$ cat src/rtl/det_stream_sched_if.sv
// Requester-side bus of det_stream_sched.
//   req      : per-requester request level
//   data     : requester i word at bits [i*WIDTH +: WIDTH]
//   gnt      : one-hot, one-cycle grant pulse
//   busy     : scheduler is not idle
//   done     : one-cycle report pulse
//   done_id  : requester index of the reported job
//   done_cnt : match count of the reported job
// master = requesting blocks, slave = scheduler.
interface det_stream_sched_if #(
  parameter int unsigned N     = 2,
  parameter int unsigned WIDTH = 8,
  parameter int unsigned CNT_W = 4,
  parameter int unsigned ID_W  = 1
);
  logic [N-1:0]       req;
  logic [N*WIDTH-1:0] data;
  logic [N-1:0]       gnt;
  logic               busy;
  logic               done;
  logic [ID_W-1:0]    done_id;
  logic [CNT_W-1:0]   done_cnt;

  modport master (
    output req, data,
    input  gnt, busy, done, done_id, done_cnt
  );

  modport slave (
    input  req, data,
    output gnt, busy, done, done_id, done_cnt
  );
endinterface

$ cat src/rtl/det_stream_sched.sv
// Round-robin scheduler sharing one serial 1101 Moore detector between N
// requesters. A granted word is shifted MSB-first onto det_in, followed by
// FLUSH_LEN zeros that return the detector to idle; detector match cycles are
// counted (saturating) and reported with the requester index.
//
// Ports:
//   clk     : rising-edge clock
//   rstn    : asynchronous active-low reset (shared with the detector)
//   bus     : requester bus (req/data in; gnt/busy/done/done_id/done_cnt out)
//   det_in  : registered serial bit to the detector
//   det_out : detector Moore match output
//   jobs_total, matches_total : 16-bit wrapping statistics, present only
//                               when DET_STREAM_SCHED_STATS_EN is defined
//
// Optional feature macro: DET_STREAM_SCHED_STATS_EN
module det_stream_sched #(
  parameter int unsigned N         = 2,
  parameter int unsigned WIDTH     = 8,
  parameter int unsigned FLUSH_LEN = 4,
  parameter int unsigned CNT_W     = 4,
  parameter int unsigned ID_W      = 1
) (
  input  logic                    clk,
  input  logic                    rstn,
  det_stream_sched_if.slave       bus,
  output logic                    det_in,
  input  logic                    det_out
`ifdef DET_STREAM_SCHED_STATS_EN
  ,
  output logic [15:0]             jobs_total,
  output logic [15:0]             matches_total
`endif
);

  localparam int unsigned BIT_CW   = $clog2(WIDTH);
  localparam int unsigned FLUSH_CW = $clog2(FLUSH_LEN);

  typedef enum logic [1:0] {
    IDLE   = 2'd0,
    SHIFT  = 2'd1,
    FLUSH  = 2'd2,
    REPORT = 2'd3
  } state_e;

  state_e               state_q, state_d;
  logic [ID_W-1:0]      rr_q, rr_d;
  logic [WIDTH-1:0]     shift_q, shift_d;
  logic [BIT_CW-1:0]    bit_cnt_q, bit_cnt_d;
  logic [FLUSH_CW-1:0]  flush_cnt_q, flush_cnt_d;
  logic [CNT_W-1:0]     cnt_q, cnt_d;
  logic [ID_W-1:0]      id_q, id_d;
  logic [N-1:0]         gnt_q, gnt_d;
  logic                 busy_q, busy_d;
  logic                 det_in_q, det_in_d;
  logic                 done_q, done_d;
  logic [ID_W-1:0]      done_id_q, done_id_d;
  logic [CNT_W-1:0]     done_cnt_q, done_cnt_d;
`ifdef DET_STREAM_SCHED_STATS_EN
  logic [15:0]          jobs_q, jobs_d;
  logic [15:0]          matches_q, matches_d;
`endif

  logic                 found_hi, found_lo;
  logic [ID_W-1:0]      idx_hi, idx_lo;
  logic                 grant_found;
  logic [ID_W-1:0]      grant_idx;
  logic [WIDTH-1:0]     grant_word;
  logic [CNT_W-1:0]     cnt_inc;

  // Round-robin pick: lowest requester at or above rr_q, else lowest overall.
  always_comb begin
    found_hi = 1'b0;
    found_lo = 1'b0;
    idx_hi   = '0;
    idx_lo   = '0;
    for (int i = int'(N) - 1; i >= 0; i--) begin
      if (bus.req[i]) begin
        found_lo = 1'b1;
        idx_lo   = ID_W'(i);
        if (ID_W'(i) >= rr_q) begin
          found_hi = 1'b1;
          idx_hi   = ID_W'(i);
        end
      end
    end
    grant_found = found_lo;
    grant_idx   = found_hi ? idx_hi : idx_lo;
    grant_word  = '0;
    for (int unsigned i = 0; i < N; i++) begin
      if (grant_idx == ID_W'(i)) begin
        grant_word = bus.data[i*WIDTH +: WIDTH];
      end
    end
  end

  // Saturating match count including the detector output seen at this edge.
  always_comb begin
    cnt_inc = cnt_q;
    if (det_out && !(&cnt_q)) begin
      cnt_inc = cnt_q + CNT_W'(1);
    end
  end

  // Next-state and registered-output logic.
  always_comb begin
    state_d     = state_q;
    rr_d        = rr_q;
    shift_d     = shift_q;
    bit_cnt_d   = bit_cnt_q;
    flush_cnt_d = flush_cnt_q;
    cnt_d       = cnt_q;
    id_d        = id_q;
    gnt_d       = '0;
    det_in_d    = 1'b0;
    done_d      = 1'b0;
    done_id_d   = done_id_q;
    done_cnt_d  = done_cnt_q;
`ifdef DET_STREAM_SCHED_STATS_EN
    jobs_d      = jobs_q;
    matches_d   = matches_q;
`endif

    unique case (state_q)
      IDLE: begin
        if (grant_found) begin
          state_d   = SHIFT;
          gnt_d     = N'(1) << grant_idx;
          // MSB goes out now; the register keeps the remaining bits.
          det_in_d  = grant_word[WIDTH-1];
          shift_d   = grant_word << 1;
          bit_cnt_d = '0;
          cnt_d     = '0;
          id_d      = grant_idx;
          rr_d      = (grant_idx == ID_W'(N - 1)) ? '0 : grant_idx + ID_W'(1);
        end
      end

      SHIFT: begin
        cnt_d = cnt_inc;
        if (bit_cnt_q == BIT_CW'(WIDTH - 1)) begin
          state_d     = FLUSH;
          flush_cnt_d = '0;
        end else begin
          det_in_d  = shift_q[WIDTH-1];
          shift_d   = shift_q << 1;
          bit_cnt_d = bit_cnt_q + BIT_CW'(1);
        end
      end

      FLUSH: begin
        cnt_d = cnt_inc;
        if (flush_cnt_q == FLUSH_CW'(FLUSH_LEN - 1)) begin
          state_d    = REPORT;
          done_d     = 1'b1;
          done_id_d  = id_q;
          done_cnt_d = cnt_inc;
`ifdef DET_STREAM_SCHED_STATS_EN
          jobs_d     = jobs_q + 16'd1;
          matches_d  = matches_q + 16'(cnt_inc);
`endif
        end else begin
          flush_cnt_d = flush_cnt_q + FLUSH_CW'(1);
        end
      end

      REPORT: begin
        state_d = IDLE;
      end

      default: begin
        state_d = IDLE;
      end
    endcase

    busy_d = (state_d != IDLE);
  end

  // State and output registers.
  always_ff @(posedge clk or negedge rstn) begin
    if (!rstn) begin
      state_q     <= IDLE;
      rr_q        <= '0;
      shift_q     <= '0;
      bit_cnt_q   <= '0;
      flush_cnt_q <= '0;
      cnt_q       <= '0;
      id_q        <= '0;
      gnt_q       <= '0;
      busy_q      <= 1'b0;
      det_in_q    <= 1'b0;
      done_q      <= 1'b0;
      done_id_q   <= '0;
      done_cnt_q  <= '0;
`ifdef DET_STREAM_SCHED_STATS_EN
      jobs_q      <= '0;
      matches_q   <= '0;
`endif
    end else begin
      state_q     <= state_d;
      rr_q        <= rr_d;
      shift_q     <= shift_d;
      bit_cnt_q   <= bit_cnt_d;
      flush_cnt_q <= flush_cnt_d;
      cnt_q       <= cnt_d;
      id_q        <= id_d;
      gnt_q       <= gnt_d;
      busy_q      <= busy_d;
      det_in_q    <= det_in_d;
      done_q      <= done_d;
      done_id_q   <= done_id_d;
      done_cnt_q  <= done_cnt_d;
`ifdef DET_STREAM_SCHED_STATS_EN
      jobs_q      <= jobs_d;
      matches_q   <= matches_d;
`endif
    end
  end

  assign bus.gnt      = gnt_q;
  assign bus.busy     = busy_q;
  assign bus.done     = done_q;
  assign bus.done_id  = done_id_q;
  assign bus.done_cnt = done_cnt_q;
  assign det_in       = det_in_q;
`ifdef DET_STREAM_SCHED_STATS_EN
  assign jobs_total    = jobs_q;
  assign matches_total = matches_q;
`endif

endmodule

$ cat src/flat_wrapper.sv
// flat-port wrapper written by rule: the top's interface ports become plain ports
module det_stream_sched_flat 
#(
  parameter int unsigned N         = 2,
  parameter int unsigned WIDTH     = 8,
  parameter int unsigned FLUSH_LEN = 4,
  parameter int unsigned CNT_W     = 4,
  parameter int unsigned ID_W      = 1
)
  (clk, rstn, det_in, det_out, bus_req, bus_data, bus_gnt, bus_busy, bus_done, bus_done_id, bus_done_cnt);
  det_stream_sched_if #(.N(N), .WIDTH(WIDTH), .CNT_W(CNT_W), .ID_W(ID_W)) bus_i ();
  input  logic clk;
  input  logic rstn;
  output logic det_in;
  input  logic det_out;
  input wire logic [$bits(bus_i.req)-1:0] bus_req;
  input wire logic [$bits(bus_i.data)-1:0] bus_data;
  output wire logic [$bits(bus_i.gnt)-1:0] bus_gnt;
  output wire logic [$bits(bus_i.busy)-1:0] bus_busy;
  output wire logic [$bits(bus_i.done)-1:0] bus_done;
  output wire logic [$bits(bus_i.done_id)-1:0] bus_done_id;
  output wire logic [$bits(bus_i.done_cnt)-1:0] bus_done_cnt;
  assign bus_i.req = bus_req;
  assign bus_i.data = bus_data;
  assign bus_gnt = bus_i.gnt;
  assign bus_busy = bus_i.busy;
  assign bus_done = bus_i.done;
  assign bus_done_id = bus_i.done_id;
  assign bus_done_cnt = bus_i.done_cnt;
  det_stream_sched #(.N(N), .WIDTH(WIDTH), .FLUSH_LEN(FLUSH_LEN), .CNT_W(CNT_W), .ID_W(ID_W)) u_core (.clk(clk), .rstn(rstn), .bus(bus_i), .det_in(det_in), .det_out(det_out));
endmodule
$ cat config.mk
export PLATFORM = sky130hd
export DESIGN_NAME = det_stream_sched_flat
export DESIGN_NICKNAME = d
export VERILOG_FILES = /design/src/rtl/det_stream_sched_if.sv /design/src/rtl/det_stream_sched.sv /design/src/flat_wrapper.sv
export SDC_FILE = /design/constraint.sdc
export NUM_CORES = 1
export LEC_CHECK = 0
export CAP_MARGIN = 0
export CORE_ASPECT_RATIO = 0.75
export CORE_UTILIZATION = 45
export DETAILED_ROUTE_END_ITERATION = 6
export PLACE_DENSITY = 0.71
export SLEW_MARGIN = 10
export SYNTH_ARGS = -nofsm -noshare
export SYNTH_HDL_FRONTEND = slang
export SYNTH_SLANG_ARGS = --single-unit
$ cat constraint.sdc
create_clock -name clk -period 2.9 [get_ports clk]
set_clock_uncertainty 0.15 [all_clocks]
set_input_delay 0.58 -clock clk [delete_from_list [all_inputs] [get_ports clk]]
set_output_delay 0.58 -clock clk [all_outputs]
set_load 0.005 [all_outputs]
==> impl_metrics.tcl <==
set metrics [dict create \
    vias 1251 \
    viasPerCell 5.56 \
    post-place-ws_ns 0.477 \
    drtPass1Iterations 4 \
    grt_pass1_vias 1178 \
    clk_path_buf_depth 2 \
    num_rows 18 \
    synth_nets 180 \
    required_ns 2.94 \
    slew_violations 0 \
    whs_ns 0.327 \
    coreArea_sq_mm 0.00329 \
    synth_area_sq_mm 0.00155 \
    tns_ns 0 \
    die_w_microns 69.7 \
    grt_start_max_net_pins 31 \
    status "complete, no violations" \
    numCtsBuffers 5 \
    critPathCaptureType "register" \
    drcViolationCount 0 \
    setup_violations 0 \
    cts_resized 0 \
    dp_hpwl_microns 2430 \
    io_pins 31 \
    synthTopCellsByArea "dfrtp_1 49%, nand2_1 5.8%, ha_1 5.7%, o31ai_1 4.9%, a31o_2 3.4%" \
    synth_enable_flop_cells 0 \
    setup_slack_ns 0.721 \
    rsz0062_at_grt "false" \
    finalCriticalPeriod_ns 2.18 \
    antenna_left 0 \
    postSynthCellCount 152 \
    io_buffers 30 \
    min_path_type "register to register" \
    grt_usage_pct 20.1 \
    yosys.area.top_type "dfrtp_1" \
    grt_pass1_wl_microns 5420 \
    wl_microns 3260 \
    ys_async_sr_fraction_pct 100 \
    final_nets 212 \
    n_antenna_cell 0 \
    hold_viol_final 0 \
    tritoncts "built" \
    synthTopCellsByCount "30 x dfrtp_1, 24 x nand2_1, 10 x a21oi_1, 10 x o31ai_1" \
    postCtsHoldBufs 0 \
    routedWlPerCell_microns 14.5 \
    htreeDepth 2 \
    slew_headroom_pct 68.6 \
    r2r-start "u_core.state_q[1]$_DFF_PN0_" \
    critPathLaunchType "register" \
    ir_worst_vdd_v 0.000459 \
    synth_seq_cells 30 \
    place_congestion 0.828 \
    clkTransAtPathRegs_ns 0.07 \
    clock-sinks 30 \
    die_h_microns 52.8 \
    worst_pin_slew_ns 0.470 \
    start_util_pct 47.1 \
    avgSynthCellArea_sq_um 10.2 \
    drive_gt1_share_pct 11.4 \
    seq_area_frac_synth_pct 48.5 \
    worstHoldStart "u_core.id_q$_DFFE_PN0P_" \
    p_per_area_mw_per_mm2 951 \
    root_buffer "clkbuf_8" \
    path_class "register to register" \
    grt-ovfl-total 0 \
    cp-startpoint "u_core.state_q[1]$_DFF_PN0_" \
    antenna_found_initial 0 \
    fin_crit_sh_pct 75.1 \
    synth_cell_types 35 \
    yosys_most_used_dff "dfrtp_1" \
    max_freq_mhz 459 \
    yosysMostFrequentCell "dfrtp_1" \
    arrival_ns 2.22 \
    synth_warnings 0 \
    final_core_util_pct 60.4 \
    dieArea_sq_mm 0.00368 \
    synth_top_area_share_pct 48.5 \
    cts_setup_buffers 0 \
    insertion_delay_ns 0.30 \
    p_leak_nw 0.858 \
    drv_cap 0 \
    crit_fanout 16 \
    drt-initial-drc-count 82 \
    area.growth.synth_to_final_pct 28.4 \
]
[power by group]
group	internal, W	switching (W)	total, W
sequential	0.000561	0.0000933	0.000655
clock	0.000255	0.000174	0.000430
combinational	0.000373	0.000431	0.000805
[cell families (layout without fill, tap and decap cells)]
logic type	Yosys count	after routing	share of synthesized area, %
buffers and inverters	13	46	4.28
XOR/XNOR	1	1	0.566
adder cells (fa/ha/maj)	7	7	5.66
flip-flops	30	30	48.5
AO/OA/AOI/OAI	46	46	21.4
AND/OR/NAND/NOR	50	50	16.2
multiplexers	5	5	3.40
[metal layers]
layer | vias to the layer above | GRT usage [%] | part of all wire [%]
met1 | 591 | 25.4 | 48
met4 | 0 | 9.00 | 2.6
met5 | - | 0 | 0
met3 | 8 | 7.69 | 5.0
li1 | 616 | - | -
met2 | 36 | 30.7 | 44
[final cells by class]
type,instances,area (sq um)
well taps,40,50.0
repair buffers,33,323
flip-flops and latches,30,751
multi-input cells,109,731
clock buffers,5,68.8
inverters,5,18.8
fillers,276,1300
clock inverters,3,45.0
[final timing paths]
check / to / depth (start not counted) / slack [ns]
worst max-delay path: u_core.shift_q[6]$_DFFE_PN0P_ / 6 / 0.72
worst min-delay path: u_core.id_q$_DFFE_PN0P_ / 1 / 0.33
worst max register to register: u_core.shift_q[6]$_DFFE_PN0P_ / 6 / 0.72
worst min register to register: u_core.id_q$_DFFE_PN0P_ / 1 / 0.33
max in group asynchronous: u_core.shift_q[3]$_DFFE_PN0P_ / 2 / 1.81
min in group asynchronous: u_core.cnt_q[2]$_DFFE_PN0P_ / 2 / 0.51
[worst max-delay path, cell delays in order (launching register included)]
cell,delay (ns)
dfrtp_1,0.40
inv_1,0.09
ha_1,0.42
or3b_1,0.55
o211ai_4,0.26
nand2_1,0.12
o31ai_1,0.09
[sequential cells by signal, summed over array words and instances, names as in the netlist, 2 cells and up]
register / cells
u_core.shift_q: 7
u_core.bus.done_cnt: 4
u_core.bus.gnt: 2
u_core.flush_cnt_q: 2
u_core.bit_cnt_q: 3
u_core.state_q: 2
u_core.cnt_q: 4
[cells in the final DEF, fill, tap and decap left out, types with 2 or more instances in the layout]
cell type | Yosys | final
a31o_2 | 6 | 6
nor2_1 | 3 | 3
mux2_2 | 2 | 2
o31ai_1 | 10 | 10
nor2b_1 | 7 | 7
a32o_1 | 3 | 3
nand3_1 | 4 | 4
o21ai_0 | 7 | 7
dfrtp_1 | 30 | 30
o211ai_1 | 2 | 2
nand2b_1 | 2 | 2
a21oi_1 | 10 | 10
nand2_1 | 24 | 24
a32oi_1 | 2 | 2
a22oi_1 | 2 | 2
clkinvlp_4 | 0 | 2
inv_1 | 5 | 5
ha_1 | 7 | 7
and2_1 | 2 | 2
nand4_1 | 2 | 2
mux2i_1 | 3 | 3
clkdlybuf4s50_1 | 0 | 30
buf_4 | 0 | 3
clkbuf_8 | 0 | 5
[through the flow]
stage               cells  total power, W  instance area [sq um]
global route          225         0.00204                   1990
floorplan             152         0.00126                   1550
finish                225         0.00189                   1990
CTS                   225         0.00190                   1990
detailed placement    217         0.00147                   1870
global placement      217         0.00143                   1870
(Power assumes the default switching activity.)
==> RTL change 1 (same flow settings) <==
The 4 states of `state_e` get a Gray code encoding in 2 bits.
--- a/src/rtl/det_stream_sched.sv
+++ b/src/rtl/det_stream_sched.sv
@@ -37,8 +37,8 @@
 
   typedef enum logic [1:0] {
-    IDLE   = 2'd0,
-    SHIFT  = 2'd1,
-    FLUSH  = 2'd2,
-    REPORT = 2'd3
+    IDLE   = 2'b00,
+    SHIFT  = 2'b01,
+    FLUSH  = 2'b11,
+    REPORT = 2'b10
   } state_e;
 
Formal check against the unedited RTL: same outputs for any inputs over 10 cycles, from zero or initial values and one cycle with rstn low; not proved beyond that.
==> RTL change 1 against the original RTL <==
- critical path depth unchanged
- non-clock buffer count down 1
- worst setup slack better by 120 ps
- routed wire length down 4.3%
- sequential power up 18%
- total power up 0.45%
- synthesized area down 3.8%
- sequential cell count unchanged
- largest power group unchanged
- cell area down 4.6%
- sequential share of layout area up 1.8 points
==> RTL change 1: results (changes against the original RTL) <==
Final layout
• 0.0904 — fraction of final layout cells sized beyond drive strength 1, -0.0231
• u_core.shift_q — register with the most flip-flops
• 202 — Final nets, -4.7%
• 264 — Filler Cell Count, -4.3%

Yosys
• sky130_fd_sc_hd__dfrtp_1, sky130_fd_sc_hd__nand2_1, sky130_fd_sc_hd__mux2i_1 — cells taking the most area after synthesis
• 145 — number of instances in the synthesized netlist, -4.6%
• 0 — count of warnings emitted by yosys, unchanged
• sky130_fd_sc_hd__dfrtp_1, sky130_fd_sc_hd__nand2_1, sky130_fd_sc_hd__o21ai_0 — most numerous cell types in the synthesized netlist
• 170 — net count after synthesis, -5.6%
• 0.00588 — post-synthesis xor/xnor area fraction, +0.000224
• 0.0630 — post-synthesis mux area share, +0.0291
• 0.504 — sequential fraction of the synthesis area, +0.0192
• 0.166 — complex-gate fraction of the synthesized area, -0.0478
• 0.0336 — share of synthesized cell area in full adder, half adder and majority cells, -0.0230
• 33 — number of unique standard cell types used by synthesis, -5.7%

STA
• 2060 ps — shortest period the worst path allows, -115 ps
• 328 ps — worst hold margin, +1.17 ps
• 0.633 — worst slew slack as a fraction of its limit, -0.0529

Pwr
• 0.544 mV — Worst IR Drop VDD, +18%
• 0.849 nW — standby leakage power, -1.1%

Place
• 208 — number of placed cells counting well taps, -4.1%
• 2230 µm — total half-perimeter wirelength after legalization and detailed placement, -8.2%
• 0.00182 mm² — post-place instance area, -2.9%
• 606 ps — DP Worst Slack, +128 ps
• 0.835 — RD Place Congestion, +0.85%

Critical path
• u_core.bit_cnt_q[0] — worst reg2reg startpoint
• 400 ps — highest cell delay on the worst timing path, -150 ps
• 840 ps — Register-to-Register Setup Slack, +120 ps
• 2080 ps — critical path arrival, -140 ps
• flip-flop — CP endpoint kind
• sky130_fd_sc_hd__dfrtp_1 — critical-path cell with the highest stage delay
• simple AND/OR/NAND/NOR gates — kind of cell with the highest combined delay on the critical path
• 9 — maximum net fanout on the critical path, -7

Clocking
• 280 ps — clock network latency to the later pin of the worst-skew pair, -20 ps
• 0 — post-cts repair resize count, unchanged
• 2 — maximum number of buffers from clock root to sink, unchanged
• 60 ps — clock slew at reported path FFs

Detailed routing
• 14.5 µm — mean routed wirelength per cell, +0.16%
• 58 — DRC violation total after the first TritonRoute iteration, -29%
• 1183 — total number of vias, -5.4%
• 5.50 — Avg Vias per Cell, -1.0%

Status
• finished, final reports clean — run status

GRT
• 1077 — number of global-route vias before repair, -8.6%
• 31 — largest net degree at the start of global routing, unchanged
• 5010 µm — wire length of the first global-routing pass, -7.6%
• 0 — antenna violations before repair, unchanged
• 0.204 — GR Util All Layers, +0.00346

[RTL change 1: cell count changes after synthesis, sizes merged, moves of 6 or more]
cell   change
a21oi      -9
a22o       +6
a31o       -6
nand2      -7
nor2       +9
nor2b      -7
nor3       +8
o31ai     -10
[RTL change 1: cell type report]
class	count	area, µm²	share of cell area
repair buffers	32	315	0.166
flip-flops and latches	30	751	0.396
well taps	38	47.5	0.0251
inverters	4	15.0	0.00792
clock buffers	7	76.3	0.0403
multi-input cells	104	691	0.364
[RTL change 1: report_power, final]
group / switching (mW) / leakage [nW] / internal, mW
sequential: 0.169 / 0.365 / 0.606
combinational: 0.377 / 0.445 / 0.438
clock: 0.143 / 0.0383 / 0.165
total: 0.688 / 0.849 / 1.21
[RTL change 1: metal layers]
layer	up-vias	routed length (µm)	GRT usage
li1	583	-	-
met1	559	1530	0.271
met2	33	1370	0.301
met3	8	159	0.0658
met4	0	56	0.0938
met5	-	0	0
==> RTL change 2 (config.mk and constraints unchanged) <==
Made on the original files. `CNT_W` is set to 4 in 3 places; all go to 5.
--- a/src/rtl/det_stream_sched_if.sv
+++ b/src/rtl/det_stream_sched_if.sv
@@ -11,5 +11,5 @@
   parameter int unsigned N     = 2,
   parameter int unsigned WIDTH = 8,
-  parameter int unsigned CNT_W = 4,
+  parameter int unsigned CNT_W = 5,
   parameter int unsigned ID_W  = 1
 );
--- a/src/rtl/det_stream_sched.sv
+++ b/src/rtl/det_stream_sched.sv
@@ -18,5 +18,5 @@
   parameter int unsigned WIDTH     = 8,
   parameter int unsigned FLUSH_LEN = 4,
-  parameter int unsigned CNT_W     = 4,
+  parameter int unsigned CNT_W     = 5,
   parameter int unsigned ID_W      = 1
 ) (
--- a/src/flat_wrapper.sv
+++ b/src/flat_wrapper.sv
@@ -5,5 +5,5 @@
   parameter int unsigned WIDTH     = 8,
   parameter int unsigned FLUSH_LEN = 4,
-  parameter int unsigned CNT_W     = 4,
+  parameter int unsigned CNT_W     = 5,
   parameter int unsigned ID_W      = 1
 )
Interface: changed (resized bus_done_cnt); port bits go from 31 to 32. The function was not compared with the original's and may differ.
==> RTL change 2 against the original RTL <==
- sequential share of layout area fell by 1.8 points
- synthesized area rose by 14%
- cell area grew 12%
- die area is 14% higher
- clock power is 8.8% higher
- total power rose by 14%
- sequential cell count grew 2
- worst setup slack got worse by 150 ps
- largest cell class is now multi-input combinational cells
- routed wire length up 20%
- sequential power is 6.7% higher
==> RTL change 2: results (changes against the original RTL) <==
Final layout
• 321 — Filler Cell Count, +16%
• 0.132 — fraction of final layout cells sized beyond drive strength 1, +0.0186
• 241 — Final nets, +14%

Critical path
• sky130_fd_sc_hd__ha_1 — critical-path cell with the highest stage delay
• 2350 ps — critical path arrival, +130 ps
• 21 — maximum net fanout on the critical path, +5
• 590 ps — highest cell delay on the worst timing path, +40 ps

Yosys
• 209 — net count after synthesis, +16%
• sky130_fd_sc_hd__dfrtp_1, sky130_fd_sc_hd__nand2_1, sky130_fd_sc_hd__a21oi_1 — most numerous cell types in the synthesized netlist
• sky130_fd_sc_hd__dfrtp_1, sky130_fd_sc_hd__ha_1, sky130_fd_sc_hd__a21oi_1 — cells taking the most area after synthesis
• 0.452 — sequential fraction of the synthesis area, -0.0331
• 43 — number of unique standard cell types used by synthesis, +23%

GRT
• 1364 — number of global-route vias before repair, +16%
• 0.207 — GR Util All Layers, +0.00672

Detailed routing
• 95 — DRC violation total after the first TritonRoute iteration, +16%
• 3900 µm — total wire length after detailed routing, +20%
• 5.47 — Avg Vias per Cell, -1.6%

Pwr
• 0.972 nW — standby leakage power, +13%
• 1.36 mW — internal power, +14%
• 0.651 mV — Worst IR Drop VDD, +42%

STA
• 633 ps — Slew @ Worst Pin, +162 ps
• 2320 ps — shortest period the worst path allows, +145 ps

Status
• finished, final reports clean — run status

Place
• 405 ps — DP Worst Slack, -72.5 ps
• 31 — number of buffers inserted by port buffering, +3.3%
• 0.893 — RD Place Congestion, +7.8%

==> RTL change 2: cell types whose count changed in the layout (fill, tap and decap cells not counted), sizes merged, moves of 3 or more <==
cell and delta:
nor3 +3, a22o +5, nand2 -3, nand3 -4, and3 +5, a21oi +7
o21ai +4, o31ai -4, nor2 +8, a32o -3
==> RTL change 2: cell families after synthesis <==
family / count (synthesis) / share of synthesized area
compound gates: 59 / 0.222
buf+inv: 11 / 0.0388
xor+xnor: 2 / 0.00989
flops: 32 / 0.452
simple gates: 61 / 0.184
fa+ha+maj: 9 / 0.0636
mux: 5 / 0.0297
==> RTL change 2: path summary, 6_finish.rpt <==
path / depth (start not counted) / endpoint / slack [ps] / from
max in group asynchronous: 2 / u_core.shift_q[7] / 1760 / rstn
min reg2reg: 1 / u_core.id_q / 320 / u_core.id_q
min: 1 / u_core.id_q / 320 / u_core.id_q
max reg2reg: 5 / u_core.shift_q[2] / 580 / u_core.state_q[1]
min in group asynchronous: 2 / u_core.rr_q / 530 / rstn
max: 5 / u_core.shift_q[2] / 580 / u_core.state_q[1]
==> RTL change 2: per-layer routing <==
layer / vias up / share of wire / GRT usage / wire length, µm
li1: 709 / - / - / -
met1: 695 / 0.50 / 0.315 / 1940
met4: 0 / 0.0079 / 0.0647 / 31
met2: 37 / 0.45 / 0.287 / 1740
met5: - / 0 / 0 / 0
met3: 4 / 0.046 / 0.0503 / 180
==> RTL change 2: power groups by stage <==
stage / logic, mW / clock network, mW / registers [mW]
after CTS: 0.992 / 0.475 / 0.697
after floorplan: 0.792 / 0 / 0.682
after detailed placement: 0.988 / 0 / 0.702
final: 0.990 / 0.468 / 0.699
after global placement: 0.936 / 0 / 0.697
after global routing: 1.10 / 0.501 / 0.716
==> RTL change 2: metrics by stage <==
stage               total power, mW  area, µm²   util  std cells
floorplan                      1.47       1770      -        179
global placement               1.63       2100  0.566        256
detailed placement             1.69       2100  0.566        256
CTS                            2.16       2230  0.601        264
global route                   2.32       2230  0.601        264
finish                         2.16       2230  0.601        264
==> RTL change 2: cell type report <==
class	instances	area, µm²	share of cell area
multi-input cells	136	902	0.405
flip-flops and latches	32	801	0.360
clock buffers	7	96.3	0.0433
inverters	4	15.0	0.00674
repair buffers	32	318	0.143
clock inverters	1	30.0	0.0135
well taps	52	65.1	0.0292
==> RTL change 2: critical path: cells and delay by family (launching register included) <==
kind | cells | cell delay, ps
adders and majority gates | 1 | 590
AOI/OAI and AO/OA | 2 | 540
DFF | 1 | 400
and+or+nand+nor | 1 | 400
buffers and inverters | 1 | 140
